===== src/rtl/node_input_loader.sv =====
// node_input_loader
//   Upstream feeder for the node stage. Collects a serial stream of signed
//   samples into a DEPTH-entry register bank (in_val). Once the bank is full it
//   steps cnt_val 0..DEPTH to sequence the node's MAC sweep, pulses frame_done
//   for one cycle and re-arms for the next frame.
//
//   Optional feature macro: NODE_LOADER_OVERRUN_EN
//     Adds a sticky 'overrun' output, set on any cycle with in_valid=1 while
//     in_ready=0; cleared only by n_rst or flush (set wins over flush).
//
// Ports
//   clk         in   system clock, rising edge
//   n_rst       in   async active-low reset
//   flush       in   sync abort: drop partial frame, restart load
//   in_data     in   [DATA_W-1:0] sample from upstream
//   in_valid    in   in_data valid
//   in_ready    out  loader can accept in_data (decoded from state register)
//   in_val      out  [DEPTH-1:0] x [DATA_W-1:0] sample bank to the node
//   cnt_val     out  [CNT_W-1:0] sweep index to the node
//   sweep_busy  out  high while cnt_val is stepping
//   frame_done  out  1-cycle pulse at end of sweep
//   overrun     out  sticky dropped-handshake flag (NODE_LOADER_OVERRUN_EN only)
//
// States
//   S_LOAD  | accepting samples into bank, cnt_val held at 0
//   S_SWEEP | bank frozen, cnt_val steps 0..DEPTH
//   S_DONE  | one cycle, frame_done high, cnt_val held at DEPTH
module node_input_loader #(
  parameter int DATA_W = 16,
  parameter int DEPTH  = 64,
  parameter int CNT_W  = 7
) (
  input  logic                     clk,
  input  logic                     n_rst,
  input  logic                     flush,
  input  logic [DATA_W-1:0]        in_data,
  input  logic                     in_valid,
  output logic                     in_ready,
  output logic signed [DATA_W-1:0] in_val [DEPTH-1:0],
  output logic [CNT_W-1:0]         cnt_val,
  output logic                     sweep_busy,
  output logic                     frame_done
`ifdef NODE_LOADER_OVERRUN_EN
  ,
  output logic                     overrun
`endif
);

  localparam int               IDX_W    = (DEPTH > 1) ? $clog2(DEPTH) : 1;
  localparam logic [IDX_W-1:0] IDX_LAST = IDX_W'(DEPTH - 1);
  localparam logic [CNT_W-1:0] CNT_LAST = CNT_W'(DEPTH);

  typedef enum logic [1:0] {
    S_LOAD  = 2'd0,
    S_SWEEP = 2'd1,
    S_DONE  = 2'd2
  } state_e;

  state_e                    state_q;
  logic [IDX_W-1:0]          wr_idx_q;
  logic [CNT_W-1:0]          cnt_q;
  logic                      busy_q;
  logic                      done_q;
  logic signed [DATA_W-1:0]  bank_q [DEPTH-1:0];

  assign in_ready   = (state_q == S_LOAD);
  assign cnt_val    = cnt_q;
  assign sweep_busy = busy_q;
  assign frame_done = done_q;
  assign in_val     = bank_q;

  always_ff @(posedge clk or negedge n_rst) begin
    if (!n_rst) begin
      state_q  <= S_LOAD;
      wr_idx_q <= '0;
      cnt_q    <= '0;
      busy_q   <= 1'b0;
      done_q   <= 1'b0;
      for (int i = 0; i < DEPTH; i++) begin
        bank_q[i] <= '0;
      end
    end else if (flush) begin
      // Abort wins over any accept or transition; bank contents are kept.
      state_q  <= S_LOAD;
      wr_idx_q <= '0;
      cnt_q    <= '0;
      busy_q   <= 1'b0;
      done_q   <= 1'b0;
    end else begin
      case (state_q)
        S_LOAD: begin
          cnt_q  <= '0;
          busy_q <= 1'b0;
          done_q <= 1'b0;
          if (in_valid) begin
            bank_q[wr_idx_q] <= in_data;
            if (wr_idx_q == IDX_LAST) begin
              wr_idx_q <= '0;
              state_q  <= S_SWEEP;
              busy_q   <= 1'b1;
            end else begin
              wr_idx_q <= wr_idx_q + 1'b1;
            end
          end
        end
        S_SWEEP: begin
          if (cnt_q == CNT_LAST) begin
            state_q <= S_DONE;
            busy_q  <= 1'b0;
            done_q  <= 1'b1;
          end else begin
            cnt_q <= cnt_q + 1'b1;
          end
        end
        S_DONE: begin
          state_q <= S_LOAD;
          cnt_q   <= '0;
          done_q  <= 1'b0;
        end
        default: begin
          state_q  <= S_LOAD;
          wr_idx_q <= '0;
          cnt_q    <= '0;
          busy_q   <= 1'b0;
          done_q   <= 1'b0;
        end
      endcase
    end
  end

`ifdef NODE_LOADER_OVERRUN_EN
  logic overrun_q;

  assign overrun = overrun_q;

  // A dropped handshake in the same cycle as a flush must still be reported.
  always_ff @(posedge clk or negedge n_rst) begin
    if (!n_rst) begin
      overrun_q <= 1'b0;
    end else if (in_valid && (state_q != S_LOAD)) begin
      overrun_q <= 1'b1;
    end else if (flush) begin
      overrun_q <= 1'b0;
    end
  end
`endif

endmodule

===== config.mk =====
export PLATFORM = sky130hd
export DESIGN_NAME = node_input_loader
export DESIGN_NICKNAME = d
export VERILOG_FILES = /design/src/rtl/node_input_loader.sv
export SDC_FILE = /design/constraint.sdc
export NUM_CORES = 1
export LEC_CHECK = 0
export ABC_AREA = 1
export CORE_AREA = 2 2 405 407
export CTS_CLUSTER_SIZE = 12
export DETAILED_ROUTE_END_ITERATION = 10
export DIE_AREA = 0 0 407 409
export GPL_ROUTABILITY_DRIVEN = 1
export MAX_ROUTING_LAYER = met4
export PLACE_DENSITY = 0.55
export SYNTH_ARGS = -nofsm -noshare
export SYNTH_HDL_FRONTEND = slang
export SYNTH_SLANG_ARGS = --single-unit

===== constraint.sdc =====
create_clock -name clk -period 2.1 [get_ports clk]
set_input_delay 0.42 -clock clk [delete_from_list [all_inputs] [get_ports clk]]
set_output_delay 0.42 -clock clk [all_outputs]
set_load 0.01 [all_outputs]

==> flow_metrics.py <==
metrics = {
    "status": {
        "outcome": "finished clean",
    },
    "power_and_ir_drop": {
        "internal_power_uw": 33800,
        "p_comb_frac": 0.078,
        "swShare": 0.250,
        "p_per_area_mw_per_mm2": 825,
        "seqPwrFrac": 0.471,
        "clockPowerShare": 0.452,
        "power.switching_uw": 11300,
        "vdd_drop_max_uv": 702,
        "p_leak_uw": 0.0289,
    },
    "timing": {
        "tightestPinTransition_ps": 614,
        "fin_worst_skew_ps": 50.7,
        "rsz0062_at_grt": "false",
        "period_needed_ps": 1980,
        "hold_viol": 0,
        "max-slew-margin-rel": 0.590,
        "fmax_mhz": 505,
        "drv_slew": 0,
        "setup_slack_ps": 118,
        "period_share": 0.944,
        "setup_viol_count_final": 0,
        "timing.setup.tns_ps": 0,
    },
    "global_route": {
        "grt_pass1_wl_mm": 215,
        "grt_antenna_before_repair": 10,
        "grt_pass1_vias": 29060,
        "grt_max_degree": 104,
        "gr-total-overflow": 0,
        "grt_usage": 0.183,
    },
    "clock_tree": {
        "cts_root_buf": "clkbuf_16",
        "htree_levels": 3,
        "clk_pin_slew_ps": 60,
        "clkSinkCount": 1041,
        "cts_buffers": 115,
        "clock_latency_ps": 750,
        "ctsLongestPathBuffers": 3,
        "tritoncts": "yes",
    },
    "worst_setup_path": {
        "cp_top_family": "flip-flops",
        "max_stage_delay_ps": 410,
        "crit_chain": "inv_2 -> ha_4 -> buf_6",
        "crit_buf_inv": 2,
        "crit_required_ps": 1680,
        "worstSetupStartpointType": "flip-flop",
        "slowest_stage": "dfrtp_1",
        "end_kind": "output pin",
        "worstPathArrival_ps": 1560,
        "cp_max_fo": 3,
        "crit_type": "flip-flop to output pin",
    },
    "die": {
        "die_y_um": 409,
        "io_pins": 1054,
        "die_w_um": 407,
        "design.core.area_mm2": 0.162,
        "die_area_mm2": 0.166,
        "start_util": 0.230,
        "std_cell_rows": 148,
    },
    "routing": {
        "drtIter0Drc": 2432,
        "drc": 0,
        "drt-total-wl_mm": 151,
        "wl_per_cell_um": 21.8,
        "ant_nets": 0,
        "vias": 29708,
        "dr.pass1.iters": 9,
        "vias_per_cell": 4.30,
    },
    "synthesis": {
        "synth_area_per_cell_um2": 10.3,
        "synth_edf_count": 0,
        "synth-seq-cells": 1041,
        "yosys.area.top_type": "dfrtp_1",
        "ys_seq_area_frac": 0.700,
        "syn_nets": 3622,
        "yosys_warnings": 0,
        "mappedNetlistArea_mm2": 0.0372,
        "ys_async_sr_fraction": 1.00,
        "yosys.cell_types.count": 22,
        "synthFlopType": "dfrtp_1",
        "yosysTopAreaCellShare": 0.700,
        "synth_cells": 3596,
        "yosys-top-cells-area": "dfrtp_1, o21ai_0, nand2_1",
    },
    "place": {
        "place_congestion": 0.792,
        "io_buffers": 1053,
        "pre_cts_ws_ps": -242,
        "dp_hpwl_mm": 102,
    },
    "cells_and_area": {
        "final_common_cell": "nand2_1",
        "drive_gt1_frac": 0.0783,
        "layout_common_cells": "nand2_1, dfrtp_1, dlygate4sd2_1",
        "syn2layout_area_growth_pct": 46.7,
        "nets": 4657,
    },
    "min_path": {
        "min_path_type": "input pin to asynchronous set/reset pin",
    },
    "job": {
        "drv_cap": 0,
    },
}
## metal layers
layer,track usage,wire length (um),up-vias,share of wire
met4,0.0674,4750,0,0.032
met3,0.0475,11500,209,0.077
li1,-,-,13837,-
met2,0.291,72100,1070,0.48
met1,0.222,62200,14592,0.41
met5,-,0,-,0
## worst paths after layout
path / depth (start not counted) / end / from / slack [ps]
worst max-delay path: 3 / in_ready / state_q[0]$_DFFE_PN0P_ / 120
worst min-delay path: 3 / in_val[138]$_DFFE_PN0P_ / n_rst / 380
worst max register to register: 10 / in_val[312]$_DFFE_PN0P_ / state_q[0]$_DFFE_PN0P_ / 130
worst min register to register: 2 / frame_done$_DFFE_PN0P_ / frame_done$_DFFE_PN0P_ / 470
max in group asynchronous: 3 / in_val[674]$_DFFE_PN0P_ / n_rst / 1060
min in group clk: 2 / frame_done$_DFFE_PN0P_ / frame_done$_DFFE_PN0P_ / 470
## registers in the layout (all words and copies together), names as in the netlist
name        count
state_q         2
cnt_val         7
frame_done      1
sweep_busy      1
in_val       1024
wr_idx_q        6
## final cells by class
class / instances / area (um2)
inverter: 39 / 166
multi-input combinational: 2227 / 9890
antenna: 3 / 7.51
fill: 16715 / 107000
clock buffer: 176 / 3330
sequential: 1041 / 26100
tap: 2175 / 2720
clock inverter: 33 / 480
timing repair buffer: 1207 / 11900
## through the flow
stage | area [um2] | hold WS (ps) | total power [uW] | utilization | cells
2_1_floorplan | 37200 | 124 | 22600 | - | 3596
3_3_place_gp | 52000 | 464 | 25600 | 0.321 | 6687
3_5_place_dp | 52000 | 467 | 25600 | 0.321 | 6687
4_1_cts | 54600 | 332 | 45700 | 0.337 | 6898
5_1_grt | 54600 | 375 | 46900 | 0.337 | 6900
6_report | 54600 | 381 | 45100 | 0.337 | 6901
## what timing repair did
action | 4_1_cts | 5_1_grt
endpoints found under the setup margin | 1214 | 2
hold buffers | 1 | 0
pin swaps | 1 | 0
setup buffers | 1 | 0
endpoints found under the hold margin | 636 | 0
resized for setup | 1051 | 1
## synth_stat cells (2+ instances only)
| cell | instances |
|---|---|
| a21oi_1 | 2 |
| inv_1 | 19 |
| nand4_1 | 3 |
| dfrtp_1 | 1041 |
| ha_1 | 6 |
| buf_2 | 38 |
| o21ai_0 | 927 |
| nand3_1 | 16 |
| nor2_2 | 3 |
| nor2_4 | 8 |
| nor2_1 | 19 |
| clkinv_1 | 17 |
| nor3_1 | 2 |
| clkbuf_1 | 250 |
| inv_2 | 3 |
| nor3_4 | 4 |
| o21ai_1 | 105 |
| nand2_1 | 1129 |
## tightest hold or removal path, cell delays in order
cell and delay [ps]:
dlygate4sd3_1 570, buf_8 230, buf_4 250
## power groups by stage
stage               Sequential, uW  Combinational (uW)  Clock (uW)
detailed placement           21600                4070           0
global placement             21600                4060           0
CTS                          21200                3600       20900
finish                       21200                3510       20400
global route                 21300                3840       21800
floorplan                    21800                 771           0
## logic make-up after synthesis
family,count (synthesis),synth area share
and+or+nand+nor,1185,0.124
DFF,1041,0.700
AOI/OAI and AO/OA,1035,0.139
buffers and inverters,328,0.0345
adders and majority gates,6,0.00202
xor gates and xnor gates,1,0.000235
No activity file was read; power rests on OpenSTA's default activity.
